--- src/rtl/riscv_pkg.sv ---
// Shared RISC-V datapath types and constants.
// Used by the ID/EX boundary and its hazard logic.
package riscv_pkg;

  localparam int XLEN   = 64;
  localparam int REG_AW = 5;
  localparam int CTRL_W = 9;
  localparam int BUB_W  = 16;

  localparam int CTRL_REG_WRITE  = 8;
  localparam int CTRL_MEM_READ   = 7;
  localparam int CTRL_MEM_WRITE  = 6;
  localparam int CTRL_MEM_TO_REG = 5;
  localparam int CTRL_ALU_SRC    = 4;
  localparam int CTRL_BRANCH     = 3;
  localparam int CTRL_ALU_OP_HI  = 2;
  localparam int CTRL_ALU_OP_LO  = 1;
  localparam int CTRL_JUMP       = 0;

  typedef enum logic [1:0] {
    ALU_OP_ADD    = 2'b00,
    ALU_OP_BRANCH = 2'b01,
    ALU_OP_RTYPE  = 2'b10,
    ALU_OP_ITYPE  = 2'b11
  } alu_op_e;

  typedef struct packed {
    logic [XLEN-1:0]   pc;
    logic [XLEN-1:0]   rdata1;
    logic [XLEN-1:0]   rdata2;
    logic [XLEN-1:0]   imm;
    logic [REG_AW-1:0] rs1;
    logic [REG_AW-1:0] rs2;
    logic [REG_AW-1:0] rd;
    logic [3:0]        funct;
    logic [CTRL_W-1:0] ctrl;
  } id_ex_t;

  function automatic logic ctrl_mem_read(
    input logic [CTRL_W-1:0] c
  );
    return c[CTRL_MEM_READ];
  endfunction

endpackage

--- src/rtl/id_ex_stage_if.sv ---
// ID-side inputs and EX-side outputs of the ID/EX boundary.
// master drives the ID side; slave is the stage itself.
interface id_ex_stage_if;
  import riscv_pkg::*;

  logic              id_valid;
  logic [XLEN-1:0]   id_pc;
  logic [XLEN-1:0]   id_rdata1;
  logic [XLEN-1:0]   id_rdata2;
  logic [XLEN-1:0]   id_imm;
  logic [REG_AW-1:0] id_rs1;
  logic [REG_AW-1:0] id_rs2;
  logic [REG_AW-1:0] id_rd;
  logic [3:0]        id_funct;
  logic              id_rs1_used;
  logic              id_rs2_used;
  logic [CTRL_W-1:0] id_ctrl;
  logic              ex_flush;

  logic              ex_valid;
  logic [XLEN-1:0]   ex_pc;
  logic [XLEN-1:0]   ex_rdata1;
  logic [XLEN-1:0]   ex_rdata2;
  logic [XLEN-1:0]   ex_imm;
  logic [REG_AW-1:0] ex_rs1;
  logic [REG_AW-1:0] ex_rs2;
  logic [REG_AW-1:0] ex_rd;
  logic [3:0]        ex_funct;
  logic [CTRL_W-1:0] ex_ctrl;
  logic              stall;
  logic [BUB_W-1:0]  bubble_count;

  modport master (
    output id_valid, id_pc, id_rdata1, id_rdata2,
    output id_imm, id_rs1, id_rs2, id_rd, id_funct,
    output id_rs1_used, id_rs2_used, id_ctrl, ex_flush,
    input  ex_valid, ex_pc, ex_rdata1, ex_rdata2,
    input  ex_imm, ex_rs1, ex_rs2, ex_rd, ex_funct,
    input  ex_ctrl, stall, bubble_count
  );

  modport slave (
    input  id_valid, id_pc, id_rdata1, id_rdata2,
    input  id_imm, id_rs1, id_rs2, id_rd, id_funct,
    input  id_rs1_used, id_rs2_used, id_ctrl, ex_flush,
    output ex_valid, ex_pc, ex_rdata1, ex_rdata2,
    output ex_imm, ex_rs1, ex_rs2, ex_rd, ex_funct,
    output ex_ctrl, stall, bubble_count
  );

endinterface

--- src/rtl/load_use_detect.sv ---
// Load-use hazard detector: a load in EX whose rd is
// read by the ID instruction forces a one-cycle stall.
module load_use_detect
  import riscv_pkg::*;
(
  input  logic              ex_valid_i,
  input  logic              ex_mem_read_i,
  input  logic [REG_AW-1:0] ex_rd_i,
  input  logic              id_valid_i,
  input  logic [REG_AW-1:0] id_rs1_i,
  input  logic              id_rs1_used_i,
  input  logic [REG_AW-1:0] id_rs2_i,
  input  logic              id_rs2_used_i,
  output logic              stall_o
);

  logic load_in_ex;
  logic hit1;
  logic hit2;

  // x0 is never written, so a load to it cannot feed anyone
  assign load_in_ex = ex_valid_i && ex_mem_read_i
                   && (ex_rd_i != '0);
  assign hit1 = id_rs1_used_i && (id_rs1_i == ex_rd_i);
  assign hit2 = id_rs2_used_i && (id_rs2_i == ex_rd_i);
  assign stall_o = load_in_ex && id_valid_i
                && (hit1 || hit2);

endmodule

--- src/rtl/id_ex_stage.sv ---
// ID/EX pipeline register with load-use bubble injection
// and a saturating bubble counter.
module id_ex_stage
  import riscv_pkg::*;
(
  input  logic         clk,
  input  logic         reset,
  id_ex_stage_if.slave bus
);

  localparam logic [BUB_W-1:0] BUB_MAX = '1;

  id_ex_t           ex_q, ex_d, id_in;
  logic             valid_q, valid_d;
  logic [BUB_W-1:0] bubble_q, bubble_d;
  logic             stall;

  load_use_detect u_lud (
    .ex_valid_i    (valid_q),
    .ex_mem_read_i (ctrl_mem_read(ex_q.ctrl)),
    .ex_rd_i       (ex_q.rd),
    .id_valid_i    (bus.id_valid),
    .id_rs1_i      (bus.id_rs1),
    .id_rs1_used_i (bus.id_rs1_used),
    .id_rs2_i      (bus.id_rs2),
    .id_rs2_used_i (bus.id_rs2_used),
    .stall_o       (stall)
  );

  always_comb begin
    id_in.pc     = bus.id_pc;
    id_in.rdata1 = bus.id_rdata1;
    id_in.rdata2 = bus.id_rdata2;
    id_in.imm    = bus.id_imm;
    id_in.rs1    = bus.id_rs1;
    id_in.rs2    = bus.id_rs2;
    id_in.rd     = bus.id_rd;
    id_in.funct  = bus.id_funct;
    id_in.ctrl   = bus.id_valid ? bus.id_ctrl : '0;
  end

  // flush outranks stall; data fields hold on a kill
  always_comb begin
    ex_d     = ex_q;
    valid_d  = valid_q;
    bubble_d = bubble_q;
    if (bus.ex_flush) begin
      valid_d = 1'b0;
      ex_d.ctrl = '0;
    end else if (stall) begin
      valid_d = 1'b0;
      ex_d.ctrl = '0;
      if (bubble_q != BUB_MAX)
        bubble_d = bubble_q + 1'b1;
    end else begin
      ex_d    = id_in;
      valid_d = bus.id_valid;
    end
  end

  always_ff @(posedge clk) begin
    if (reset) begin
      ex_q     <= '0;
      valid_q  <= 1'b0;
      bubble_q <= '0;
    end else begin
      ex_q     <= ex_d;
      valid_q  <= valid_d;
      bubble_q <= bubble_d;
    end
  end

  assign bus.ex_valid     = valid_q;
  assign bus.ex_pc        = ex_q.pc;
  assign bus.ex_rdata1    = ex_q.rdata1;
  assign bus.ex_rdata2    = ex_q.rdata2;
  assign bus.ex_imm       = ex_q.imm;
  assign bus.ex_rs1       = ex_q.rs1;
  assign bus.ex_rs2       = ex_q.rs2;
  assign bus.ex_rd        = ex_q.rd;
  assign bus.ex_funct     = ex_q.funct;
  assign bus.ex_ctrl      = ex_q.ctrl;
  assign bus.stall        = stall;
  assign bus.bubble_count = bubble_q;

endmodule

--- src/flat_wrapper.sv ---
// flat-port wrapper written by rule: the top's interface ports become plain ports
module id_ex_stage_flat import riscv_pkg::*;
  (clk, reset, bus_id_valid, bus_id_pc, bus_id_rdata1, bus_id_rdata2, bus_id_imm, bus_id_rs1, bus_id_rs2, bus_id_rd, bus_id_funct, bus_id_rs1_used, bus_id_rs2_used, bus_id_ctrl, bus_ex_flush, bus_ex_valid, bus_ex_pc, bus_ex_rdata1, bus_ex_rdata2, bus_ex_imm, bus_ex_rs1, bus_ex_rs2, bus_ex_rd, bus_ex_funct, bus_ex_ctrl, bus_stall, bus_bubble_count);
  id_ex_stage_if bus_i ();
  input  logic clk;
  input  logic reset;
  input wire logic [$bits(bus_i.id_valid)-1:0] bus_id_valid;
  input wire logic [$bits(bus_i.id_pc)-1:0] bus_id_pc;
  input wire logic [$bits(bus_i.id_rdata1)-1:0] bus_id_rdata1;
  input wire logic [$bits(bus_i.id_rdata2)-1:0] bus_id_rdata2;
  input wire logic [$bits(bus_i.id_imm)-1:0] bus_id_imm;
  input wire logic [$bits(bus_i.id_rs1)-1:0] bus_id_rs1;
  input wire logic [$bits(bus_i.id_rs2)-1:0] bus_id_rs2;
  input wire logic [$bits(bus_i.id_rd)-1:0] bus_id_rd;
  input wire logic [$bits(bus_i.id_funct)-1:0] bus_id_funct;
  input wire logic [$bits(bus_i.id_rs1_used)-1:0] bus_id_rs1_used;
  input wire logic [$bits(bus_i.id_rs2_used)-1:0] bus_id_rs2_used;
  input wire logic [$bits(bus_i.id_ctrl)-1:0] bus_id_ctrl;
  input wire logic [$bits(bus_i.ex_flush)-1:0] bus_ex_flush;
  output wire logic [$bits(bus_i.ex_valid)-1:0] bus_ex_valid;
  output wire logic [$bits(bus_i.ex_pc)-1:0] bus_ex_pc;
  output wire logic [$bits(bus_i.ex_rdata1)-1:0] bus_ex_rdata1;
  output wire logic [$bits(bus_i.ex_rdata2)-1:0] bus_ex_rdata2;
  output wire logic [$bits(bus_i.ex_imm)-1:0] bus_ex_imm;
  output wire logic [$bits(bus_i.ex_rs1)-1:0] bus_ex_rs1;
  output wire logic [$bits(bus_i.ex_rs2)-1:0] bus_ex_rs2;
  output wire logic [$bits(bus_i.ex_rd)-1:0] bus_ex_rd;
  output wire logic [$bits(bus_i.ex_funct)-1:0] bus_ex_funct;
  output wire logic [$bits(bus_i.ex_ctrl)-1:0] bus_ex_ctrl;
  output wire logic [$bits(bus_i.stall)-1:0] bus_stall;
  output wire logic [$bits(bus_i.bubble_count)-1:0] bus_bubble_count;
  assign bus_i.id_valid = bus_id_valid;
  assign bus_i.id_pc = bus_id_pc;
  assign bus_i.id_rdata1 = bus_id_rdata1;
  assign bus_i.id_rdata2 = bus_id_rdata2;
  assign bus_i.id_imm = bus_id_imm;
  assign bus_i.id_rs1 = bus_id_rs1;
  assign bus_i.id_rs2 = bus_id_rs2;
  assign bus_i.id_rd = bus_id_rd;
  assign bus_i.id_funct = bus_id_funct;
  assign bus_i.id_rs1_used = bus_id_rs1_used;
  assign bus_i.id_rs2_used = bus_id_rs2_used;
  assign bus_i.id_ctrl = bus_id_ctrl;
  assign bus_i.ex_flush = bus_ex_flush;
  assign bus_ex_valid = bus_i.ex_valid;
  assign bus_ex_pc = bus_i.ex_pc;
  assign bus_ex_rdata1 = bus_i.ex_rdata1;
  assign bus_ex_rdata2 = bus_i.ex_rdata2;
  assign bus_ex_imm = bus_i.ex_imm;
  assign bus_ex_rs1 = bus_i.ex_rs1;
  assign bus_ex_rs2 = bus_i.ex_rs2;
  assign bus_ex_rd = bus_i.ex_rd;
  assign bus_ex_funct = bus_i.ex_funct;
  assign bus_ex_ctrl = bus_i.ex_ctrl;
  assign bus_stall = bus_i.stall;
  assign bus_bubble_count = bus_i.bubble_count;
  id_ex_stage u_core (.clk(clk), .reset(reset), .bus(bus_i));
endmodule
--- config.mk ---
export PLATFORM = sky130hd
export DESIGN_NAME = id_ex_stage_flat
export DESIGN_NICKNAME = d
export VERILOG_FILES = /design/src/rtl/riscv_pkg.sv /design/src/rtl/id_ex_stage_if.sv /design/src/rtl/load_use_detect.sv /design/src/rtl/id_ex_stage.sv /design/src/flat_wrapper.sv
export SDC_FILE = /design/constraint.sdc
export NUM_CORES = 1
export LEC_CHECK = 0
export CORE_MARGIN = 3
export CORE_UTILIZATION = 35
export CTS_CLUSTER_SIZE = 24
export DETAILED_ROUTE_END_ITERATION = 12
export PLACE_DENSITY = 0.61
export SLEW_MARGIN = 20
export SYNTH_ARGS = -nofsm -noshare
export SYNTH_HDL_FRONTEND = slang
export SYNTH_SLANG_ARGS = --single-unit
--- constraint.sdc ---
create_clock -name clk -period 7.5 [get_ports clk]
set_input_delay 2.25 -clock clk [delete_from_list [all_inputs] [get_ports clk]]
set_output_delay 2.25 -clock clk [all_outputs]
set_load 0.02 [all_outputs]
==> impl_results.md, run 1 <==
* Worst endpoint required time at roughly 5300 ps
* Type of the most critical hold path: flop to flop
* Postcts setup bufs at 0
* Proportion of synthesized flip-flops having asynchronous set or reset at 0
* Count of pins on the block boundary at just under 600
* Unrepaired setup endpoints after global routing: no
* Most used flip-flop cell after synthesis: dfxtp_1
* Syn Std Cell Area at roughly 0.018 mm^2
* Accumulated negative setup slack at 0 ps
* Type of the worst setup path: input pin to primary output
* Final hold violation count at 0
* Max-cap viol count at 0
* Arrival @ worst endpoint at 4620 ps
* Final critical-path required period at approximately 7000 ps
* Max clock buf depth at 3
* Number of clock sinks at 301
* Layout cell share with drive strength beyond 1 at 0.03276
* Post-detailed-placement half-perimeter wirelength at roughly 45000 um
* Flip-flop and latch count after synthesis at between 300 and 400
* Vias per inst at between 5 and 6
* Logic depth of the worst register-to-register path at 9
* Power per cell area at around 190 mW/mm^2
* Final setup fails at 0
* Number of fill cells in the layout at 4975
* Die area at between 0.05 and 0.06 mm^2
* Signed area change from the synthesized netlist to the final layout at 38.28%
* Average cell area after synthesis at 7.817 um^2
* Die Width at around 240 um
* Endpoint of the worst register-to-register path: u_core.bus.ex_pc[26]
* Worst Tran Pin Value at 1281 ps
* Post-synth cell types at 36
* Sort of element at the start of the critical path: input pin
* Crit Reg-Reg Startpoint: u_core.bus.ex_rd[2]
* Global-route track usage on met1 at 0.2709
* Global-route wire length before repair at approximately 100000 um
* CTS Hold Buffers Added at 0
* Highest Clock Rate at about 150 MHz
* Nature of the critical path endpoint: primary output
* Post-DR wirelength/cell at slightly below 20 um
* Initial core utilization at 0.3564
* Skew-Pair Late Insertion Delay at around 540 ps
* Largest net degree at the start of global routing at about 240
* Post_cts resized at 0
* Clock transition at the registers of the reported paths at about 50 ps
* Number of iterations in the first detailed-routing pass at 5
* Worst setup path end: bus_stall
* Clock root cell: clkbuf_16
* Slack of the worst reg-to-reg path at roughly 2900 ps
* Die H at roughly 240 um
* Count of flip-flops with a built-in enable after synthesis at 0
* Via count at around 19000
* Area of all sequential standard cells at ~0.0060 mm^2
* Level count of the clock H-tree at 2
* DRT iter0 DRCs at 1348
* Number of antenna violations at the first check in global routing at 19
* Multi-input gate area in the final layout at roughly 0.011 mm^2
* Overflow after GRT at 0
* Rows at just over 80
* CTS tree: yes
* Met3 GRT Util at 0.08037
* Cell leakage power at roughly 9.7 nW
* Worst vdd rail ir drop at 0.1874 mV
* Slew margin rel. at 0.1459
* Vias in the first global route at 17790
* Layer carrying the most global-route usage: met2
* Max Slew Vio Count at 0
* Final core utilization at 0.4928
* Final weighted congestion in routability-driven placement at 0.7610
* Total routing resource utilization after global routing at 0.2261
* Synthesized netlist net count at 2644
* Antenna viol nets, final at 0
* Sequential share of the synthesized area at 0.3276
* Worst setup startpoint: bus_id_rs1[2]
* Result of the run: finished, final reports clean
* Core Footprint at between 0.05 and 0.06 mm^2
* Number of clock buffers inserted by TritonCTS at 39
* Quantity of I/O buffers inserted on ports at roughly 590
* Clock tree skew after final layout at between 10 and 15 ps
* Fin nets at about 3000
* Critical Path Fanout Max at 2
* Remaining design rule violation count at 0
* Period Utilization, post-route at 0.9153
* WL final at between 60000 and 70000 um
* Met2 Usage GRT at 0.3653
* Number of cells produced by synthesis at around 2400
* Total number of yosys warnings at 0
## registers in the layout (all words and copies together) (netlist names)
signal	flops
u_core.bus.ex_rd	5
u_core.bus.ex_imm	64
u_core.bus.ex_rdata1	64
u_core.bus.ex_pc	64
u_core.bus.ex_ctrl	9
u_core.bus.bubble_count	16
u_core.bus.ex_rdata2	64
u_core.bus.ex_rs1	5
u_core.bus.ex_valid	1
u_core.bus.ex_rs2	5
u_core.bus.ex_funct	4
## metrics by stage
step	hold WS (ps)	setup WS (ps)	instance area [um^2]	power, mW	instances
after detailed placement	501.3	581.7	24220	3.113	3360
after floorplan	563.4	1540	18390	2.514	2353
after global routing	534.5	524.6	25430	5.070	3438
after CTS	509.1	579.0	25400	4.921	3427
after global placement	484.6	586.3	24220	3.080	3360
final	503.4	635.0	25440	4.843	3441
## worst max-delay path, stage by stage
cell and delay (ps):
clkdlybuf4s50_1 440, xor2_1 170, nor4_1 700, buf_4 240, a32oi_4 50, nor2_1 120, clkdlybuf4s50_1 650
## synthesized netlist by cell type, types with 10 or more instances
library cell    n  share of area
a211o_1       275           0.13
and2_1         10         0.0034
buf_1          14         0.0029
buf_2          45          0.012
buf_4          28          0.011
clkbuf_1      197          0.040
dfxtp_1       301           0.33
mux2_2         13         0.0080
nand2_1       554           0.11
nor2_1         17         0.0035
nor2b_1        13         0.0044
nor3b_1       276           0.11
nor4b_1       276           0.13
o21ai_0       275          0.075
## routing by layer
layer  wire (um)  part of all wire  up-vias
li1            -                 -     9337
met1       28050              0.41     9083
met5          76            0.0011        -
met4        2598             0.038       10
met2       31400              0.46      515
met3        5530             0.082      112
## power by group
part	switching (mW)	leakage, nW	internal [mW]
Clock	0.717	0.571	1.05
Combinational	0.603	6.62	0.609
Sequential	0.111	2.51	1.75
## area by class of cell
| type | instances | area share |
|---|---|---|
| clock inverter | 3 | 0.0006887 |
| antenna | 14 | 0.001377 |
| multi-input combinational | 1766 | 0.4378 |
| sequential | 301 | 0.2369 |
| clock buffer | 64 | 0.04570 |
| timing repair buffer | 613 | 0.2440 |
| tap | 680 | 0.03345 |
## how the worst min path moves through the flow
stage                     cells past startpoint  slack [ps]                         from                           to
final                                         2         500   u_core.bus.bubble_count[1]   u_core.bus.bubble_count[1]
after CTS                                     2         510   u_core.bus.bubble_count[1]   u_core.bus.bubble_count[1]
after global placement                        2         480  u_core.bus.bubble_count[15]  u_core.bus.bubble_count[15]
after detailed placement                      2         500   u_core.bus.bubble_count[1]   u_core.bus.bubble_count[1]
after floorplan                               2         560  u_core.bus.bubble_count[15]  u_core.bus.bubble_count[15]
after global routing                          2         530   u_core.bus.bubble_count[1]   u_core.bus.bubble_count[1]
## layout by cell type, fill, tap and decap left out, types with 5 or more instances in the layout
master / Yosys / routed
a211o_1: 275 / 275
and2_1: 10 / 10
buf_12: 0 / 9
buf_4: 28 / 12
clkbuf_1: 197 / 18
clkbuf_16: 0 / 41
clkbuf_8: 0 / 5
clkdlybuf4s50_1: 0 / 589
dfxtp_1: 301 / 301
diode_2: 0 / 14
mux2_2: 13 / 13
nand2_1: 554 / 554
nand3_1: 6 / 6
nand4_1: 7 / 7
nor2_1: 17 / 17
nor2b_1: 13 / 13
nor3_1: 8 / 8
nor3b_1: 276 / 276
nor4_1: 5 / 5
nor4b_1: 276 / 276
o21ai_0: 275 / 275
xor2_1: 8 / 8
## logic make-up (layout without fill, tap and decap cells)
| group | after synthesis | after routing | synth area share |
|---|---|---|---|
| xor+xnor | 10 | 10 | 0.004762 |
| simple gates | 1181 | 1181 | 0.3802 |
| fa+ha+maj | 1 | 1 | 0.0006801 |
| mux | 13 | 13 | 0.007959 |
| buf+inv | 286 | 680 | 0.06795 |
| flops | 301 | 301 | 0.3276 |
| other cells | 0 | 14 | 0 |
| compound gates | 561 | 561 | 0.2108 |
Note: power is estimated with default switching activity, not from simulation.
==> run 2, diff against run 1 <==
--- a/config.mk
+++ b/config.mk
@@ -5,11 +5,11 @@
 export SDC_FILE = /design/constraint.sdc
 export NUM_CORES = 1
 export LEC_CHECK = 0
+export ABC_CLOCK_PERIOD_IN_PS = 7500
 export CORE_MARGIN = 3
 export CORE_UTILIZATION = 35
-export CTS_CLUSTER_SIZE = 24
 export DETAILED_ROUTE_END_ITERATION = 12
-export PLACE_DENSITY = 0.61
+export PLACE_DENSITY_LB_ADDON = 0.08
 export SLEW_MARGIN = 20
 export SYNTH_ARGS = -nofsm -noshare
 export SYNTH_HDL_FRONTEND = slang
==> run 2 against run 1 <==
Setup slack improved by 34 ps; fmax rose by 0.49%; final area barely moved; routed wire length fell by 0.99%; sequential power barely moved; highest routed layer unchanged; via count rose by 0.47%; worst hold slack improved by 5.6 ps; count of clock-buffer cells in the layout fell by 1.
==> impl_results.md, run 2 (synthesis results as in run 1) <==
* DRT iter0 DRCs at around 1500
* Fin nets at 3009
* Cell leakage power at slightly below 10 nW
* CTS Hold Buffers Added at 0
* Layout cell share with drive strength beyond 1 at 0.03352
* Total routing resource utilization after global routing at 0.2242
* Post_cts resized at 0
* Final setup fails at 0
* Max-cap viol count at 0
* Commonest non-fill, non-tap cells in the layout: clkdlybuf4s50_1 (589), nand2_1 (554), dfxtp_1 (301), nor3b_1 (276), nor4b_1 (276)
* Arrival @ worst endpoint at ~4600 ps
* Slack of the worst reg-to-reg path at approximately 3200 ps
* Number of clock sinks at around 300
* Flop pwr share at 0.382
* Beginning of the worst hold path: u_core.bus.bubble_count[15]
* Worst vdd rail ir drop at between 0.1 and 0.15 mV
* Number of clock buffers inserted by TritonCTS at 39
* Unrepaired setup endpoints after global routing: no
* Hold Path End: u_core.bus.bubble_count[15]
* Type of the worst setup path: input pin to primary output
* Slew margin rel. at 0.2341
* Postcts setup bufs at 0
* Max clock buf depth at 3
* Antenna viol nets, final at 0
* Vias in the first global route at between 15000 and 20000
* Clock root cell: clkbuf_16
* Global-route wire length before repair at approximately 100000 um
* Power per cell area at between 150 and 200 mW/mm^2
* Final critical-path required period at ~6800 ps
* Post-detailed-placement half-perimeter wirelength at around 44000 um
* Worst endpoint required time at roughly 5300 ps
* Logic depth of the worst register-to-register path at 9
* Skew-Pair Late Insertion Delay at between 500 and 600 ps
* Rows at 83
* Via count at around 19000
* Final weighted congestion in routability-driven placement at ~0.78
* Vias per inst at between 5 and 6
* CTS tree: yes
* Count of pins on the block boundary at just under 600
* Worst Tran Pin Value at 1149 ps
* Hold slack final at roughly 510 ps
* Cell internal power dissipation at around 3.4 mW
* Number of iterations in the first detailed-routing pass at 7
* P_sw at 1.441 mW
* Die H at about 240 um
* Period Utilization, post-route at 0.9109
* Clock transition at the registers of the reported paths at roughly 50 ps
* Signed area change from the synthesized netlist to the final layout at 38.19%
* Core Footprint at between 0.05 and 0.06 mm^2
* Combinational fraction of design power at 0.246
* Most common cell after layout, fill and taps aside: clkdlybuf4s50_1
* Largest net degree at the start of global routing at about 260
* Crit Reg-Reg Startpoint: u_core.bus.ex_rd[1]
* Die area at around 0.055 mm^2
* Type of the most critical hold path: flop to flop
* Clock Power Share at 0.372
* Clock tree skew after final layout at roughly 14 ps
* Post-DR wirelength/cell at 19.54 um
* Result of the run: finished, final reports clean
* Switching share of power at 0.2954
* Final core utilization at 0.4925
* Level count of the clock H-tree at 2
* Initial core utilization at 0.3564
* Overflow after GRT at 0
* Sort of element at the start of the critical path: input pin
* Final hold violation count at 0
* Max Slew Vio Count at 0
* Nature of the critical path endpoint: primary output
* Critical Path Fanout Max at 2
* Accumulated negative setup slack at 0 ps
* Remaining design rule violation count at 0
* Hold Path Stages at 2
* Number of antenna violations at the first check in global routing at 13
* Die Width at 235.2 um
* Endpoint of the worst register-to-register path: u_core.bus.ex_pc[12]
* WL final at around 67000 um
* Highest Clock Rate at about 150 MHz
* Quantity of I/O buffers inserted on ports at roughly 590
==> run 2: changes by cell type in the layout (fill, tap and decap cells not counted) <==
cell,previous run,this run
buf_4,12,10
clkinvlp_4,1,0
clkinv_4,0,1
clkinv_2,2,4
clkbuf_1,18,14
diode_2,14,3
clkbuf_8,5,8
buf_6,1,0
==> run 2: how the worst max path moves through the flow <==
| stage | from | endpoint | slack, ps | cells past startpoint |
|---|---|---|---|---|
| finish | bus_id_rs2[3] | bus_stall | 670 | 7 |
| global route | bus_id_rs2[3] | bus_stall | 590 | 7 |
| CTS | bus_id_rs2[3] | bus_stall | 650 | 7 |
| detailed placement | bus_id_rs2[3] | bus_stall | 670 | 7 |
| global placement | bus_id_rs2[3] | bus_stall | 650 | 7 |
| floorplan | bus_id_rs2[3] | bus_stall | 1540 | 7 |
==> run 2: critical path, cell delays in order <==
cell and delay (ps):
clkdlybuf4s50_1 460, xor2_1 190, nor4_2 590, buf_4 230
a32oi_4 100, nor2_1 140, clkdlybuf4s50_1 620
==> run 2: power by group through the flow <==
stage	registers, mW	clock network [mW]	logic (mW)
global route	1.88	1.94	1.29
CTS	1.86	1.88	1.21
detailed placement	1.90	0	1.21
floorplan	2.06	0	0.455
finish	1.86	1.81	1.20
global placement	1.88	0	1.19
==> run 2: layout make-up <==
cell class                 instances  area [um^2]
clock inverter                     5        28.78
tap                              680        850.8
timing repair buffer             610         6181
sequential                       301         6026
clock buffer                      63         1189
multi-input combinational       1766        11140
antenna                            3        7.507
fill                            4963        26190
==> run 2: through the flow <==
step | std cells | instance area [um^2] | power [mW] | setup WS (ps)
after floorplan | 2353 | 18390 | 2.514 | 1540
after global placement | 3357 | 24190 | 3.069 | 648.7
after detailed placement | 3357 | 24190 | 3.101 | 665.2
after CTS | 3425 | 25410 | 4.955 | 650.2
after global routing | 3428 | 25420 | 5.110 | 594.5
final | 3428 | 25420 | 4.879 | 668.5
==> run 2: layer usage <==
layer,up-vias,global-route usage,routed length (um)
li1,9326,-,-
met1,9215,0.2695,27600
met2,489,0.3786,32310
met3,99,0.07509,5283
met4,18,0.07024,1672
met5,-,0,124
==> run 3, diff against run 2 <==
--- a/config.mk
+++ b/config.mk
@@ -8,6 +8,7 @@
 export ABC_CLOCK_PERIOD_IN_PS = 7500
 export CORE_MARGIN = 3
 export CORE_UTILIZATION = 35
+export CTS_CLUSTER_DIAMETER = 200
 export DETAILED_ROUTE_END_ITERATION = 12
 export PLACE_DENSITY_LB_ADDON = 0.08
 export SLEW_MARGIN = 20
==> results of run 3 <==
The final DEF is identical to that of run 2; final timing and power are the same.
